## src/rtl/serial_secded_receiver_if.sv

```systemverilog
// rtl/serial_secded_receiver_if.sv - serial line in / decoded message out bundle for serial_secded_receiver
//
// Signals:
//   serialIn      serial data, one bit sampled per clock
//   messageWord   last decoded (corrected) data word
//   isNew         one-cycle pulse: messageWord just updated
//   corrected     qualifies isNew: single-bit error was corrected
//   uncorrectable qualifies isNew: double-bit error detected
//   inFrame       high while the receiver is collecting codewords
// Modports: master = receiver side, slave = link driver / message consumer side.
interface serial_secded_receiver_if #(
    parameter int DATA_W = 8
);
    logic              serialIn;
    logic [DATA_W-1:0] messageWord;
    logic              isNew;
    logic              corrected;
    logic              uncorrectable;
    logic              inFrame;

    modport master (
        input  serialIn,
        output messageWord, isNew, corrected, uncorrectable, inFrame
    );

    modport slave (
        output serialIn,
        input  messageWord, isNew, corrected, uncorrectable, inFrame
    );
endinterface

```

## src/rtl/serial_secded_receiver.sv

```systemverilog
// rtl/serial_secded_receiver.sv - sync-hunting serial receiver with Hamming SECDED decode and error statistics
//
// Ports:
//   clock      sole clock, all state updates on posedge
//   reset_L    asynchronous active-low reset
//   rx         serial_secded_receiver_if.master (serialIn in; messageWord/isNew/flags/inFrame out)
//   corrCount  saturating count of corrected words
//   dueCount   saturating count of uncorrectable words
module serial_secded_receiver #(
    parameter int                DATA_W          = 8,
    parameter int                SYNC_W          = 8,
    parameter logic [SYNC_W-1:0] SYNC_PATTERN    = 'h7E,
    parameter int                WORDS_PER_FRAME = 4,
    parameter bit                ABORT_ON_DUE    = 1'b0,
    parameter int                CNT_W           = 8
) (
    input  logic                       clock,
    input  logic                       reset_L,
    serial_secded_receiver_if.master   rx,
    output logic [CNT_W-1:0]           corrCount,
    output logic [CNT_W-1:0]           dueCount
);
    // Smallest P with 2^P >= DATA_W+P+1; scanning downwards keeps the smallest hit.
    function automatic int calcParityBits(input int dw);
        int p;
        p = 0;
        for (int k = 7; k >= 1; k--) begin
            if ((1 << k) >= dw + k + 1) p = k;
        end
        return p;
    endfunction

    // Codeword position of data bit j: non-power-of-two positions from 3 upwards.
    function automatic int dataPos(input int j);
        int pos;
        int n;
        pos = 0;
        n   = 0;
        for (int i = 3; i < 64; i++) begin
            if ((i & (i - 1)) != 0) begin
                if (n == j && pos == 0) pos = i;
                n++;
            end
        end
        return pos;
    endfunction

    localparam int P_W    = calcParityBits(DATA_W);
    localparam int CODE_W = DATA_W + P_W + 1;
    localparam int CB_W   = $clog2(CODE_W);
    localparam int WC_W   = (WORDS_PER_FRAME > 1) ? $clog2(WORDS_PER_FRAME) : 1;
    localparam int SH_W   = SYNC_W - 1;

    typedef enum logic {HUNT, RECV} state_t;

    state_t            state;
    logic [SH_W-1:0]   syncShift;
    logic [CODE_W-2:0] codeShift;
    logic [CB_W-1:0]   bitCnt;
    logic [WC_W-1:0]   wordCnt;

    // Decode of the word completed by the bit currently on serialIn.
    logic [CODE_W-1:0] codeWord;
    logic [CODE_W-1:0] fixedWord;
    logic [P_W-1:0]    syndrome;
    logic              parityOdd;
    logic              decCorr;
    logic              decDue;
    logic [DATA_W-1:0] decData;

    always_comb begin
        // codeShift holds positions CODE_W-1..1, serialIn is position 0.
        codeWord  = {codeShift, rx.serialIn};
        syndrome  = '0;
        for (int i = 1; i < CODE_W; i++) begin
            if (codeWord[i]) syndrome = syndrome ^ P_W'(i);
        end
        parityOdd = ^codeWord;
        fixedWord = codeWord;
        decCorr   = 1'b0;
        decDue    = 1'b0;
        if (parityOdd) begin
            if (syndrome == '0) begin
                // Only the overall parity bit is wrong; data is intact.
                decCorr = 1'b1;
            end else if (int'(syndrome) < CODE_W) begin
                for (int i = 1; i < CODE_W; i++) begin
                    if (syndrome == P_W'(i)) fixedWord[i] = ~codeWord[i];
                end
                decCorr = 1'b1;
            end else begin
                // Syndrome points past the codeword: cannot be a single error.
                decDue = 1'b1;
            end
        end else if (syndrome != '0) begin
            decDue = 1'b1;
        end
    end

    for (genvar j = 0; j < DATA_W; j++) begin : g_extract
        assign decData[j] = fixedWord[dataPos(j)];
    end

    always_ff @(posedge clock or negedge reset_L) begin
        if (!reset_L) begin
            state            <= HUNT;
            syncShift        <= '0;
            codeShift        <= '0;
            bitCnt           <= '0;
            wordCnt          <= '0;
            rx.messageWord   <= '0;
            rx.isNew         <= 1'b0;
            rx.corrected     <= 1'b0;
            rx.uncorrectable <= 1'b0;
            rx.inFrame       <= 1'b0;
            corrCount        <= '0;
            dueCount         <= '0;
        end else begin
            rx.isNew <= 1'b0;
            case (state)
                HUNT: begin
                    if ({syncShift, rx.serialIn} == SYNC_PATTERN) begin
                        state      <= RECV;
                        rx.inFrame <= 1'b1;
                        // Cleared now so the next hunt starts from a blank history.
                        syncShift  <= '0;
                        bitCnt     <= '0;
                        wordCnt    <= '0;
                    end else begin
                        syncShift <= SH_W'({syncShift, rx.serialIn});
                    end
                end
                RECV: begin
                    codeShift <= (CODE_W-1)'({codeShift, rx.serialIn});
                    if (bitCnt == CB_W'(CODE_W - 1)) begin
                        rx.messageWord   <= decData;
                        rx.corrected     <= decCorr;
                        rx.uncorrectable <= decDue;
                        rx.isNew         <= 1'b1;
                        if (decCorr && corrCount != {CNT_W{1'b1}}) corrCount <= corrCount + 1'b1;
                        if (decDue && dueCount != {CNT_W{1'b1}}) dueCount <= dueCount + 1'b1;
                        bitCnt <= '0;
                        if (wordCnt == WC_W'(WORDS_PER_FRAME - 1) || (ABORT_ON_DUE && decDue)) begin
                            state      <= HUNT;
                            rx.inFrame <= 1'b0;
                            wordCnt    <= '0;
                        end else begin
                            wordCnt <= wordCnt + 1'b1;
                        end
                    end else begin
                        bitCnt <= bitCnt + 1'b1;
                    end
                end
                default: state <= HUNT;
            endcase
        end
    end
endmodule

```

## src/flat_wrapper.sv

```systemverilog
// flat-port wrapper written by rule: the top's interface ports become plain ports
module serial_secded_receiver_flat 
#(
    parameter int                DATA_W          = 8,
    parameter int                SYNC_W          = 8,
    parameter logic [SYNC_W-1:0] SYNC_PATTERN    = 'h7E,
    parameter int                WORDS_PER_FRAME = 4,
    parameter bit                ABORT_ON_DUE    = 1'b0,
    parameter int                CNT_W           = 8
)
  (clock, reset_L, corrCount, dueCount, rx_serialIn, rx_messageWord, rx_isNew, rx_corrected, rx_uncorrectable, rx_inFrame);
  serial_secded_receiver_if #(.DATA_W(DATA_W)) rx_i ();
  input  logic clock;
  input  logic reset_L;
  output logic [CNT_W-1:0] corrCount;
  output logic [CNT_W-1:0] dueCount;
  input wire logic [$bits(rx_i.serialIn)-1:0] rx_serialIn;
  output wire logic [$bits(rx_i.messageWord)-1:0] rx_messageWord;
  output wire logic [$bits(rx_i.isNew)-1:0] rx_isNew;
  output wire logic [$bits(rx_i.corrected)-1:0] rx_corrected;
  output wire logic [$bits(rx_i.uncorrectable)-1:0] rx_uncorrectable;
  output wire logic [$bits(rx_i.inFrame)-1:0] rx_inFrame;
  assign rx_i.serialIn = rx_serialIn;
  assign rx_messageWord = rx_i.messageWord;
  assign rx_isNew = rx_i.isNew;
  assign rx_corrected = rx_i.corrected;
  assign rx_uncorrectable = rx_i.uncorrectable;
  assign rx_inFrame = rx_i.inFrame;
  serial_secded_receiver #(.DATA_W(DATA_W), .SYNC_W(SYNC_W), .SYNC_PATTERN(SYNC_PATTERN), .WORDS_PER_FRAME(WORDS_PER_FRAME), .ABORT_ON_DUE(ABORT_ON_DUE), .CNT_W(CNT_W)) u_core (.clock(clock), .reset_L(reset_L), .rx(rx_i), .corrCount(corrCount), .dueCount(dueCount));
endmodule
```

## config.mk

```make
export PLATFORM = sky130hd
export DESIGN_NAME = serial_secded_receiver_flat
export DESIGN_NICKNAME = d
export VERILOG_FILES = /design/src/rtl/serial_secded_receiver_if.sv /design/src/rtl/serial_secded_receiver.sv /design/src/flat_wrapper.sv
export SDC_FILE = /design/constraint.sdc
export NUM_CORES = 1
export LEC_CHECK = 0
export ABC_AREA = 1
export CORE_UTILIZATION = 57
export DETAILED_ROUTE_END_ITERATION = 16
export PLACE_DENSITY = 0.86
export SYNTH_ARGS = -nofsm -noshare
export SYNTH_HDL_FRONTEND = slang
export SYNTH_SLANG_ARGS = --single-unit
```

## constraint.sdc

```tcl
create_clock -name clock -period 2 [get_ports clock]
set_input_delay 0.6 -clock clock [delete_from_list [all_inputs] [get_ports clock]]
set_output_delay 0.6 -clock clock [all_outputs]
set_load 0.01 [all_outputs]
```

==> results of run 1 <==
worst max-delay path by stage:
stage	slack, ps	to	from	depth (start not counted)
final	70	dueCount[6]	u_core.dueCount[6]$_DFFE_PN0P_	1
after global routing	-10	u_core.corrCount[0]$_DFFE_PN0P_	u_core.codeShift[5]$_DFFE_PN0P_	14
after CTS	30	corrCount[3]	u_core.corrCount[3]$_DFFE_PN0P_	1
after detailed placement	-380	u_core.dueCount[2]$_DFFE_PN0P_	rx_serialIn	14
after global placement	-320	u_core.dueCount[6]$_DFFE_PN0P_	rx_serialIn	14
after floorplan	240	u_core.corrCount[2]$_DFFE_PN0P_	rx_serialIn	14
flip-flops by register name (all words and copies together), names as in the netlist:
signal,count
u_core.codeShift,12
u_core.corrCount,8
u_core.dueCount,8
u_core.rx.messageWord,8
u_core.syncShift,7
u_core.bitCnt,4
u_core.wordCnt,2
u_core.rx.corrected,1
u_core.rx.inFrame,1
u_core.rx.isNew,1
u_core.rx.uncorrectable,1
u_core.state,1
power breakdown:
| group | switching, mW | internal, mW |
|---|---|---|
| Combinational | 1.81 | 0.950 |
| Sequential | 0.240 | 1.38 |
| Clock | 0.338 | 0.375 |
| Total | 2.39 | 2.71 |
cells by family (layout without fill, tap and decap cells):
kind of cell / after synthesis / after routing / share of synthesized area
AO/OA/AOI/OAI: 30 / 30 / 0.0527
XOR/XNOR: 14 / 14 / 0.0391
adder cells (fa/ha/maj): 5 / 5 / 0.0200
buffers and inverters: 41 / 85 / 0.0515
flip-flops: 54 / 54 / 0.431
AND/OR/NAND/NOR: 268 / 269 / 0.406
metal layers:
layer / up-vias / share of wire / track usage
met5: - / 0 / 0
met4: 0 / 0.019 / 0.100
met3: 16 / 0.040 / 0.0359
met2: 72 / 0.51 / 0.455
met1: 1364 / 0.43 / 0.324
li1: 1415 / - / -
worst reg2reg max path, cell delays in order, from the launching register on:
cell and delay [ps]:
sky130_fd_sc_hd__dfrtp_2 460, sky130_fd_sc_hd__inv_2 110, sky130_fd_sc_hd__nand2_1 60, sky130_fd_sc_hd__nand2_1 140
sky130_fd_sc_hd__nand2_1 70, sky130_fd_sc_hd__nand2_1 110, sky130_fd_sc_hd__nand2_1 90, sky130_fd_sc_hd__nand2_2 110
sky130_fd_sc_hd__nand3_2 110, sky130_fd_sc_hd__nor2_4 250, sky130_fd_sc_hd__nor2_8 90, sky130_fd_sc_hd__nand3_4 130
sky130_fd_sc_hd__nand2_1 80, sky130_fd_sc_hd__nand2_1 60
timing repair:
| item | CTS | global route |
|---|---|---|
| pin swaps | 1 | 1 |
| setup endpoints to repair | 23 | 22 |
| hold buffers | 0 | 0 |
| resized for setup | 7 | 7 |
| cloned | 1 | 0 |
| setup buffers | 0 | 3 |
cells in the mapped netlist (3+ instances only):
cell	count
sky130_fd_sc_hd__o22ai_1	5
sky130_fd_sc_hd__o21ai_0	20
sky130_fd_sc_hd__nor2_1	11
sky130_fd_sc_hd__xnor2_1	5
sky130_fd_sc_hd__nand2_4	5
sky130_fd_sc_hd__nand2_1	177
sky130_fd_sc_hd__nor3_1	3
sky130_fd_sc_hd__clkbuf_1	6
sky130_fd_sc_hd__dfrtp_1	54
sky130_fd_sc_hd__xor2_1	9
sky130_fd_sc_hd__ha_1	5
sky130_fd_sc_hd__nand2_2	12
sky130_fd_sc_hd__nand4_1	15
sky130_fd_sc_hd__inv_1	28
sky130_fd_sc_hd__nand3_1	33
sky130_fd_sc_hd__inv_2	6
cell type report:
class,instances,area [um2]
multi-input combinational,318,1660
tap,70,87.6
clock buffer,7,76.3
inverter,34,128
fill,409,1450
clock inverter,1,30.0
sequential,54,1360
timing repair buffer,43,417
==> impl.org, run 1 <==
** Synthesis
- Cell type with the highest aggregate area in the netlist :: sky130_fd_sc_hd__dfrtp_1
- Yosys reg bits :: 54
- The mapped netlist covers 0.00314 mm2.
- The share of synthesized area in the top cell type comes to 0.431.
- The average instance in the mapped netlist occupies 7.61 um2.
- Post-synth EDFFs :: 0
- Sequential fraction of the synthesis area :: 0.431
- Yosys cell types :: 29
- After synthesis, the share of flip-flops with an asynchronous set or reset is 1.00.
- Leading cell types by total area after synthesis :: sky130_fd_sc_hd__dfrtp_1, sky130_fd_sc_hd__nand2_1, sky130_fd_sc_hd__nand3_1
- Flip-flop cell with the highest count after synthesis :: sky130_fd_sc_hd__dfrtp_1
- Count of mapped cells out of synthesis :: 412
- The Yosys step of the flow raised 0 warnings.
- The number of nets in the synthesized netlist is 420.

** Route
- Average routed wire per standard cell :: 13.1 um
- The count of nets left with antenna violations once routing finished came out at 0.
- Before antenna repair, the detailed router went through 4 iterations.
- The first routing iteration left 159 violations.
- In the routed design, unresolved DRC markers number 0.
- Via density :: 5.44
- Wirelength, routed :: 6.90 mm
- Count of vias placed by the detailed router :: 2,867

** Clocking
- Counting along the longest clock path gives a buffer depth of 2.
- Clock H-tree levels :: 2
- Worst-skew pair later-pin latency :: 300 ps
- Counting the buffers created by CTS gives 5.
- After clock tree synthesis, the clock-pin slew on the worst setup and hold paths is 90 ps.
- The clock net in this run drives a total of 54 sinks.
- CTS tree :: done
- Clock tree synthesis selected as its root buffer the cell sky130_fd_sc_hd__clkbuf_8.

** Run
- The tool flagged a number of max-cap violations equal to 0.

** Placed design
- Total placed instance area :: 0.00358 mm2
- Including well taps, the total number of placed cells is 515.
- Timing analysis after detailed placement gives a worst setup slack of -381 ps.
- At the end of routability-driven placement, the weighted congestion stood at 0.874.
- Buffers placed on the I/O ports in this run total 30.
- Summed over all nets, the half-perimeter wirelength after detailed placement is 4.81 mm.

** Power and ir drop
- Summing internal, switching and leakage power gives 5.10 mW.
- In this run the static leakage power is 1.86 nW.
- IR analysis of the VDD net gives a maximum drop of 0.000770 V.
- Power spread over the standard cell area amounts to 1360 mW/mm2.

** Global route
- Number of antenna violations at the first check in global routing :: 0
- Final global-route overflow total :: 0
- The number of global-route vias before repair is 2,723.
- Maximum number of pins on one net before global-route repair :: 55
- The first global-routing pass estimated 12.1 mm of wire.
- GRT Resource Usage Total :: 0.259

** Worst setup path
- For the worst setup path, the data required time is 1400 ps.
- The worst setup path is of the flop to primary output kind.
- STA puts the critical path data arrival time at 1330 ps.
- The largest single stage delay on the critical path is 580 ps.
- Crit. End Element :: primary output
- Largest driver fanout on the critical path :: 5
- Reg2reg end :: u_core.dueCount[1]$_DFFE_PN0P_
- Across all register-to-register paths, the minimum setup slack is 80 ps.
- The worst setup path is launched from a flop.
- Critical Path, Cell by Cell :: clkdlybuf4s50_1
- Grouping stages by cell kind, the critical path spends the most delay in buffers and inverters.
- Measured in cells, the most critical reg-to-reg path has a length of 13.
- Cell with the largest stage delay on the worst path :: sky130_fd_sc_hd__clkdlybuf4s50_1
- Counting both buffers and inverters, the worst setup path holds a total of 1.
- Worst reg2reg path startpoint :: u_core.codeShift[2]$_DFFE_PN0P_

** Timing
- For the final database, setup skew stands at 6.09 ps.
- Slew Limit Fails :: 0
- Endpoints failing setup :: 0
- Dividing the final minimum period by the clock period gives 0.966.
- The tightest hold path in the finished design has a slack of 271 ps.
- Setup total negative slack on the finished layout was measured at 0 ps.
- Slew Limit Headroom :: 0.638
- Hold Violations, Final :: 0
- Subtracting the final worst setup slack from the clock period gives 1930 ps.
- For the pin with the worst max-slew slack, the measured transition is 542 ps.
- Setup WS post-layout :: 68.4 ps
- Based on the critical path, the design can be clocked at up to 518 MHz.

** Floorplanning
- Placeable core area :: 0.00520 mm2
- From left edge to right edge, the die measures 76.2 um.
- Area of the die :: 0.00580 mm2
- From bottom edge to top edge, the die measures 76.2 um.
- For this design the top-level I/O count stands at 31.
- Row generation in the floorplan step produced 26 rows.
- The initial utilization of the core area, before any placement, comes to 0.602.

** Final layout
- Ant diodes :: 0
- Post-route cell area :: 0.00375 mm2
- Share of final-layout standard cells stronger than drive strength 1 :: 0.147
- Final core utilization :: 0.721
- The library cells used most frequently in the layout, excluding fill and tap cells, are sky130_fd_sc_hd__nand2_1, sky130_fd_sc_hd__dfrtp_1, sky130_fd_sc_hd__nand3_1.
- Relative to the synthesized area, the layout overhead comes to 19.8%.
- Nets@finish :: 464
- The library cell used most frequently in the layout, excluding fill and tap cells, is sky130_fd_sc_hd__nand2_1.
- Cell Count, Final, Fillers Out :: 527

** Min path
- Min-delay worst type :: input port to asynchronous set/reset pin

** Run status
- The run finished with clean final reports.
(Power assumes the default switching activity.)
==> run 2: changes to the inputs <==
Settings changed: CORE_ASPECT_RATIO set to 0.7.
==> impl.org, run 2 (same netlist as run 1, synthesis figures left out) <==
** Timing
- Between clock sinks in the finished design, the worst skew comes to 8.92 ps.
- Once routing completed, OpenROAD measured the worst setup slack at 39.6 ps.
- Summed over all failing endpoints, the final setup total negative slack is 0 ps.
- The final count of hold timing violations came to 0.
- Timing would allow up to 510 MHz.
- Dividing the final minimum period by the clock period gives 0.980.
- Worst slew pin tran :: 546 ps
- Setup violations remaining at the end of the flow were counted as 0.
- Post-route minimum period :: 1960 ps
- The max-slew violation count came to 0.
- Slew Limit Headroom :: 0.635
- Final hold analysis gives a worst-case slack of 210 ps.

** Route
- Across all layers, the routed design uses 2,871 vias.
- Dividing the detail-routed via count by the number of cells gives 5.42.
- DR DRC count :: 0
- The first detailed-routing pass took 5 iterations.
- Average routed wire per standard cell :: 13.0 um
- The detail route stage leaves a number of antenna-violating nets equal to 0.
- Detailed router's first-iteration violation count :: 225
- The final layout contains routed wiring with a total length of 6.87 mm.

** Final layout
- Synthesis-to-layout area growth :: 20.4%
- The repair_antennas step left the layout with diodes totalling 0.
- The register with the most flip-flops in the layout has 12 of them.
- Leading cell type in the layout, fill and taps excluded :: sky130_fd_sc_hd__nand2_1
- Nets@finish :: 465
- Share of final-layout standard cells stronger than drive strength 1 :: 0.162
- In the layout the commonest cells are sky130_fd_sc_hd__nand2_1, sky130_fd_sc_hd__dfrtp_1, sky130_fd_sc_hd__nand3_1.
- Once layout is done, the placed cells without fillers occupy 0.00378 mm2.
- Counting flops per register, the top entry is u_core.codeShift.

** Worst setup path
- Maximum single-stage delay on the critical path :: 570 ps
- CP Data Arrival Time :: 1360 ps
- At the worst endpoint, the required time is 1400 ps.
- The slowest stage of the critical path is the sky130_fd_sc_hd__clkdlybuf4s50_1 cell.
- Buf/Inv on CP :: 1
- The worst setup path is captured at a primary output.
- By startpoint and endpoint, the worst setup path is classified as flop to primary output.
- Largest driver fanout on the critical path :: 6
- The number of cells on the worst reg-to-reg path is 14.
- Kind of start point of the critical path :: flop
- Register-to-register setup slack :: 140 ps
- The critical path goes through clkdlybuf4s50_1.
- Reg2reg end :: u_core.corrCount[3]$_DFFE_PN0P_
- In this run the critical register-to-register path is launched from u_core.codeShift[10]$_DFFE_PN0P_.
- Crit-path leading delay family :: buffers and inverters

** Power and ir drop
- IR analysis of the VDD net gives a maximum drop of 0.000858 V.
- Part of the total power dissipated in sequential elements :: 0.319
- Power Total :: 5.14 mW
- Of the total power, the share spent switching nets is 0.475.
- Power density over cell area :: 1360 mW/mm2
- Static Leakage :: 1.87 nW
- Internal power :: 2.70 mW
- Of the total power, the clock network draws 0.127.
- Power spent charging and discharging nets :: 2.44 mW
- Of the total power, combinational logic draws 0.553.

** Placed design
- In this run the tool buffered the top-level ports with 30 buffer cells.
- HPWL after detailed placement :: 4.91 mm
- Final weighted congestion in routability-driven placement :: 0.911
- Setup WS pre-CTS :: -378 ps
- Total placed instance area :: 0.00360 mm2

** Clocking
- Worst-skew pair later-pin latency :: 320 ps
- Clock tree synthesis selected as its root buffer the cell sky130_fd_sc_hd__clkbuf_8.
- In this run the deepest clock path goes through 2 buffers.
- # hold bufs at CTS :: 0
- Clock tree synthesis inserted a total of 5 buffers.
- CTS tree :: done
- Post-CTS clock slew at the launch and capture registers of the worst setup and hold paths :: 100 ps
- Clock H-tree levels :: 2
- Sink Count :: 54

** Run status
- Status :: complete, no violations

** Floorplanning
- Placeable core area :: 0.00526 mm2
- Die Width :: 90.6 um
- The floorplan has 22 rows.
- In this run the vertical extent of the chip is 64.1 um.
- The die covers 0.00581 mm2.
- Initial cell density of the core :: 0.596
- Pin placement for this block handled 31 I/O pins.

** Global route
- Global routing finished with a remaining overflow of 0.
- Number of antenna violations at the first check in global routing :: 0
- Maximum number of pins on one net before global-route repair :: 38
- Global-route wire length before repair :: 12.1 mm
- In the global route stage, overall resource usage came out at 0.262.
- Number of global-route vias before repair :: 2,673

** Min path
- Min-delay worst type :: input port to asynchronous set/reset pin

** Run
- Number of max-cap violations :: 0
==> run 2: changes by cell type in the layout (fill, tap and decap cells not counted), moves of 2 or more <==
cell / previous run / this run
sky130_fd_sc_hd__clkbuf_1: 2 / 0
sky130_fd_sc_hd__dfrtp_1: 47 / 45
sky130_fd_sc_hd__dfrtp_2: 7 / 9
sky130_fd_sc_hd__inv_4: 0 / 2
sky130_fd_sc_hd__nand2_1: 176 / 174
sky130_fd_sc_hd__nand2_2: 13 / 15
==> run 2: worst max-delay path by stage <==
stage,start,end,cells after the start
2_1_floorplan,rx_serialIn,u_core.corrCount[2]$_DFFE_PN0P_,14
3_3_place_gp,rx_serialIn,u_core.dueCount[6]$_DFFE_PN0P_,14
3_5_place_dp,rx_serialIn,u_core.corrCount[4]$_DFFE_PN0P_,15
4_1_cts,u_core.corrCount[3]$_DFFE_PN0P_,corrCount[3],1
5_1_grt,u_core.codeShift[10]$_DFFE_PN0P_,u_core.corrCount[3]$_DFFE_PN0P_,14
6_report,u_core.dueCount[2]$_DFFE_PN0P_,dueCount[2],1
==> run 2: metrics by stage <==
| stage | util | std cells |
|---|---|---|
| 4_1_cts | 0.709 | 526 |
| 6_report | 0.718 | 530 |
| 2_1_floorplan | - | 412 |
| 3_5_place_dp | 0.685 | 517 |
| 3_3_place_gp | 0.685 | 517 |
| 5_1_grt | 0.718 | 530 |
==> run 2: final cells by class <==
class | instances | area [um2]
fill | 407 | 1480
timing repair buffer | 44 | 437
clock buffer | 5 | 68.8
clock inverter | 3 | 28.8
inverter | 34 | 133
tap | 72 | 90.1
multi-input combinational | 318 | 1660
sequential | 54 | 1360
==> run 2: timing repair <==
action	CTS	global route
cloned	1	0
gates resized for setup	6	14
buffers inserted	0	4
setup endpoints to repair	19	21
pin swaps	2	2
==> run 2: per-layer routing <==
metal | vias up | wire, um | global-route usage
met3 | 16 | 376 | 0.0393
met1 | 1349 | 3320 | 0.385
met4 | 0 | 98 | 0.0847
met5 | - | 0 | 0
met2 | 81 | 3070 | 0.398
li1 | 1425 | - | -
==> run 2: power by group through the flow <==
stage | Clock [mW] | Combinational, mW | Sequential [mW]
6_report | 0.655 | 2.84 | 1.64
5_1_grt | 0.718 | 3.14 | 1.68
4_1_cts | 0.678 | 2.77 | 1.63
3_3_place_gp | 0 | 2.57 | 1.63
3_5_place_dp | 0 | 2.65 | 1.65
2_1_floorplan | 0 | 1.87 | 1.63
==> run 3: changes to the inputs <==
--- a/config.mk
+++ b/config.mk
@@ -6,9 +6,9 @@
 export NUM_CORES = 1
 export LEC_CHECK = 0
-export ABC_AREA = 1
 export CORE_ASPECT_RATIO = 0.7
-export CORE_UTILIZATION = 57
+export CORE_UTILIZATION = 56
 export DETAILED_ROUTE_END_ITERATION = 16
-export PLACE_DENSITY = 0.86
+export PLACE_DENSITY = 0.85
+export SETUP_SLACK_MARGIN = 0.1
 export SYNTH_ARGS = -nofsm -noshare
 export SYNTH_HDL_FRONTEND = slang
==> constraint.sdc (replaced) <==
create_clock -name clock -period 2 [get_ports clock]
set_input_delay 0.2 -clock clock [delete_from_list [all_inputs] [get_ports clock]]
set_output_delay 0.2 -clock clock [all_outputs]
set_load 0.01 [all_outputs]
==> impl.org, run 3 <==
** Clocking
- Worst-skew pair later-pin latency :: 310 ps
- Clock-pin slew was measured on the worst setup and hold paths at 100 ps.
- Clock H-tree levels :: 2
- Number of buffers on the longest clock path :: 2
- TritonCTS built the clock tree.
- The cell sitting at the root of the clock tree is a sky130_fd_sc_hd__clkbuf_8.
- Counting every sink on the clock net gives 54.
- The number of clock buffers added by TritonCTS is 5.

** Min path
- Min-delay worst type :: input port to asynchronous set/reset pin

** Placed design
- Port buffering added 30 buffers.
- HPWL after detailed placement :: 4.38 mm
- Final weighted congestion in routability-driven placement :: 0.798

** Timing
- Setup repair after global routing could not meet its margin everywhere.
- For this run, the top clock speed supported by timing is 394 MHz.
- Setup violations remaining at the end of the flow were counted as 26.
- Portion of the clock cycle consumed by the worst path in the final layout :: 1.27
- Slew Limit Headroom :: 0.711
- The final count of hold timing violations is 0.
- The tightest hold path in the finished design has a slack of 290 ps.
- The max-slew violation count was 0.
- For the final database, setup skew stands at 6.76 ps.
- Post-route minimum period :: 2540 ps
- Worst slew pin tran :: 430 ps
- Setup slack on the critical path of the routed design comes to -535 ps.

** Synthesis
- For this run, the number of Yosys warnings is 0.
- Of all flip-flops after synthesis, the portion carrying an async set or reset was 1.00.
- Yosys cell types :: 44
- Of the post-synthesis cell area, the dominant cell type holds 0.472.
- The share of the Yosys chip area taken by registers is 0.472.
- Leading cell types by total area after synthesis :: sky130_fd_sc_hd__dfrtp_1, sky130_fd_sc_hd__nand2_1, sky130_fd_sc_hd__xnor2_1
- Counting every net in the synthesized netlist gives 269.
- Flip-flop cell with the highest count after synthesis :: sky130_fd_sc_hd__dfrtp_1
- By count the netlist is led by sky130_fd_sc_hd__dfrtp_1, sky130_fd_sc_hd__nand2_1, sky130_fd_sc_hd__o21ai_0, sky130_fd_sc_hd__xnor2_1.
- Yosys reg bits :: 54
- Synthesized area :: 0.00287 mm2
- The cell count after synthesis came out at 261.
- Post-synth EDFFs :: 0
- Cell type with the highest aggregate area in the netlist :: sky130_fd_sc_hd__dfrtp_1
- Averaged over all synthesized cells, the footprint is 11.0 um2.
- Among all cell types in the netlist, the one instantiated most often is sky130_fd_sc_hd__dfrtp_1.

** Global route
- Maximum number of pins on one net before global-route repair :: 46
- The first global-routing pass estimated 10.4 mm of wire.
- Global routing finished with a remaining overflow of 0.
- Number of global-route vias before repair :: 2,095
- Across every metal layer, demand over resource in global routing totals 0.261.
- Number of antenna violations at the first check in global routing :: 0

** Worst setup path
- Worst reg2reg path startpoint :: u_core.codeShift[7]$_DFFE_PN0P_
- Buf/Inv on CP :: 0
- Along the worst path, the maximum fanout reaches 7.
- Crit. End Element :: flop
- Required time reported for the critical path endpoint :: 2200 ps
- The critical path runs through a total of 6 cells.
- Crit-path leading delay family :: XOR/XNOR gates
- End point of the critical path :: u_core.dueCount[1]$_DFFE_PN0P_
- Reg2reg end :: u_core.dueCount[1]$_DFFE_PN0P_
- Critical Path, Cell by Cell :: xor3_2 > xnor2_4 > nor3_1 > a2111oi_4 > nand3_4 > mux2_4
- Data on the critical path arrives at its endpoint at 2730 ps.
- Path type of the worst setup path :: flop to flop
- The setup check on the worst reg-to-reg path leaves a slack of -540 ps.
- Cell with the largest stage delay on the worst path :: sky130_fd_sc_hd__xor3_2
- Maximum single-stage delay on the critical path :: 560 ps
- Counting cells, the worst reg-to-reg path comes to 6.
- STA classifies the critical path startpoint as a flop.
- Worst setup path startpoint :: u_core.codeShift[7]$_DFFE_PN0P_

** Final layout
- In the final design database the tool counted 352 nets.
- The area growth from synthesis to layout is 48.8%.
- In the final layout, the share of cells above drive strength 1 is 0.409.
- Leading cell type in the layout, fill and taps excluded :: sky130_fd_sc_hd__dfrtp_1
- Most flops, register :: u_core.codeShift
- Leaving out fill and tap cells, the most frequent cells in the layout are sky130_fd_sc_hd__dfrtp_1, sky130_fd_sc_hd__nand2_1, sky130_fd_sc_hd__buf_4.
- The number of antenna diodes in the final layout is 0.
- Flip-flop count of the largest register, all copies and words added :: 12

** Run status
- The checks that failed: negative setup slack.
- Status :: finished, violations left

** Route
- Number of optimization iterations in the first detailed-route pass :: 5
- Count of vias placed by the detailed router :: 2,368
- Detailed router's first-iteration violation count :: 136
- The count of nets left with antenna violations once routing finished came out at 0.
- Wirelength, routed :: 8.35 mm
- DR DRC count :: 0
- After detailed routing, the number of vias per cell comes to 5.72.
- Average routed wire per standard cell :: 20.2 um

** Floorplanning
- The die covers 0.00541 mm2.
- Rows :: 21
- Measured along the y axis, the die boundary spans 61.8 um.
- For this design the top-level I/O count stands at 31.
- After floorplanning, the core was sized to cover 0.00486 mm2.
- Initial cell density of the core :: 0.589
- The die is 87.5 um wide.

** Run
- Number of max-cap violations :: 0

** Power and ir drop
- In this run the power density over the cells is 773 mW/mm2.
- IR analysis of the VDD net gives a maximum drop of 0.000709 V.
- In this run the static leakage power is 1.93 nW.
- Power Total :: 3.29 mW
-- run 3: cell count changes in the layout (fill, tap and decap cells not counted), sizes merged, moves of 12 or more --
cell	previous run	this run
nand4	16	4
xnor2	5	24
nand3	36	12
mux2	0	15
nand2	196	40
buf	15	54
nor3	3	15
inv	36	5
-- run 3: layer usage --
layer	wire length (um)	part of all wire	GRT usage	up-vias
li1	-	-	-	1075
met1	3440	0.41	0.353	1188
met2	4290	0.51	0.439	81
met3	343	0.041	0.0436	24
met4	281	0.034	0.0937	0
met5	0	0	0	-
-- run 3: cells by family after synthesis --
group / after synthesis / share of synthesized area
simple gates: 99 / 0.177
buf+inv: 14 / 0.0210
mux: 15 / 0.0590
compound gates: 34 / 0.0821
fa+ha+maj: 5 / 0.0218
xor+xnor: 40 / 0.167
flops: 54 / 0.472
-- run 3: where the power goes --
group,internal (mW),switching [mW]
clock network,0.280,0.354
registers,1.20,0.127
logic,0.707,0.628
total,2.19,1.11
-- run 3: per-stage QoR --
step                      instance area (um2)  std cells  setup WS [ps]  utilization  setup TNS (ps)
after floorplan                          2940        261           -284            -           -3250
after global placement                   3550        387           -541        0.731          -10640
after detailed placement                 3550        387           -604        0.731          -11900
after CTS                                3900        402           -353        0.803           -5930
after global routing                     4260        414           -620        0.877          -10720
final                                    4260        414           -535        0.877           -8740
-- run 3: area by class of cell --
cell class,count,area (um2)
Timing Repair Buffer,84,822
Tap cell,69,86.3
Clock inverter,1,5.00
Clock buffer,7,86.3
Inverter,6,22.5
Fill cell,202,597
Multi-Input combinational cell,193,1890
Sequential cell,54,1360
-- run 3: how the worst min path moves through the flow --
| stage | start | to | slack (ps) | cells after the start |
|---|---|---|---|---|
| floorplan | reset_L | u_core.bitCnt[0]$_DFFE_PN0P_ | -100 | 0 |
| global placement | reset_L | u_core.bitCnt[0]$_DFFE_PN0P_ | 80 | 1 |
| detailed placement | reset_L | u_core.syncShift[6]$_DFFE_PN0N_ | 80 | 1 |
| CTS | reset_L | u_core.syncShift[6]$_DFFE_PN0N_ | 280 | 2 |
| global route | reset_L | u_core.syncShift[6]$_DFFE_PN0N_ | 300 | 2 |
| finish | reset_L | u_core.syncShift[0]$_DFFE_PN0N_ | 290 | 2 |
-- run 3: worst register-to-register path: cells and delay by family, from the launching register on --
family | cells | cell delay (ps)
muxes | 1 | 380
AOI/OAI and AO/OA | 1 | 420
and+or+nand+nor | 2 | 400
DFF | 1 | 380
xor gates and xnor gates | 2 | 840
-- run 3: timing repair --
| item | 4_1_cts | 5_1_grt |
|---|---|---|
| gates resized for setup | 40 | 54 |
| hold endpoints to repair | 9 | 0 |
| endpoints found under the setup margin | 26 | 28 |
| hold buffers | 1 | 0 |
| buffers inserted | 7 | 13 |
| pin swaps | 19 | 24 |
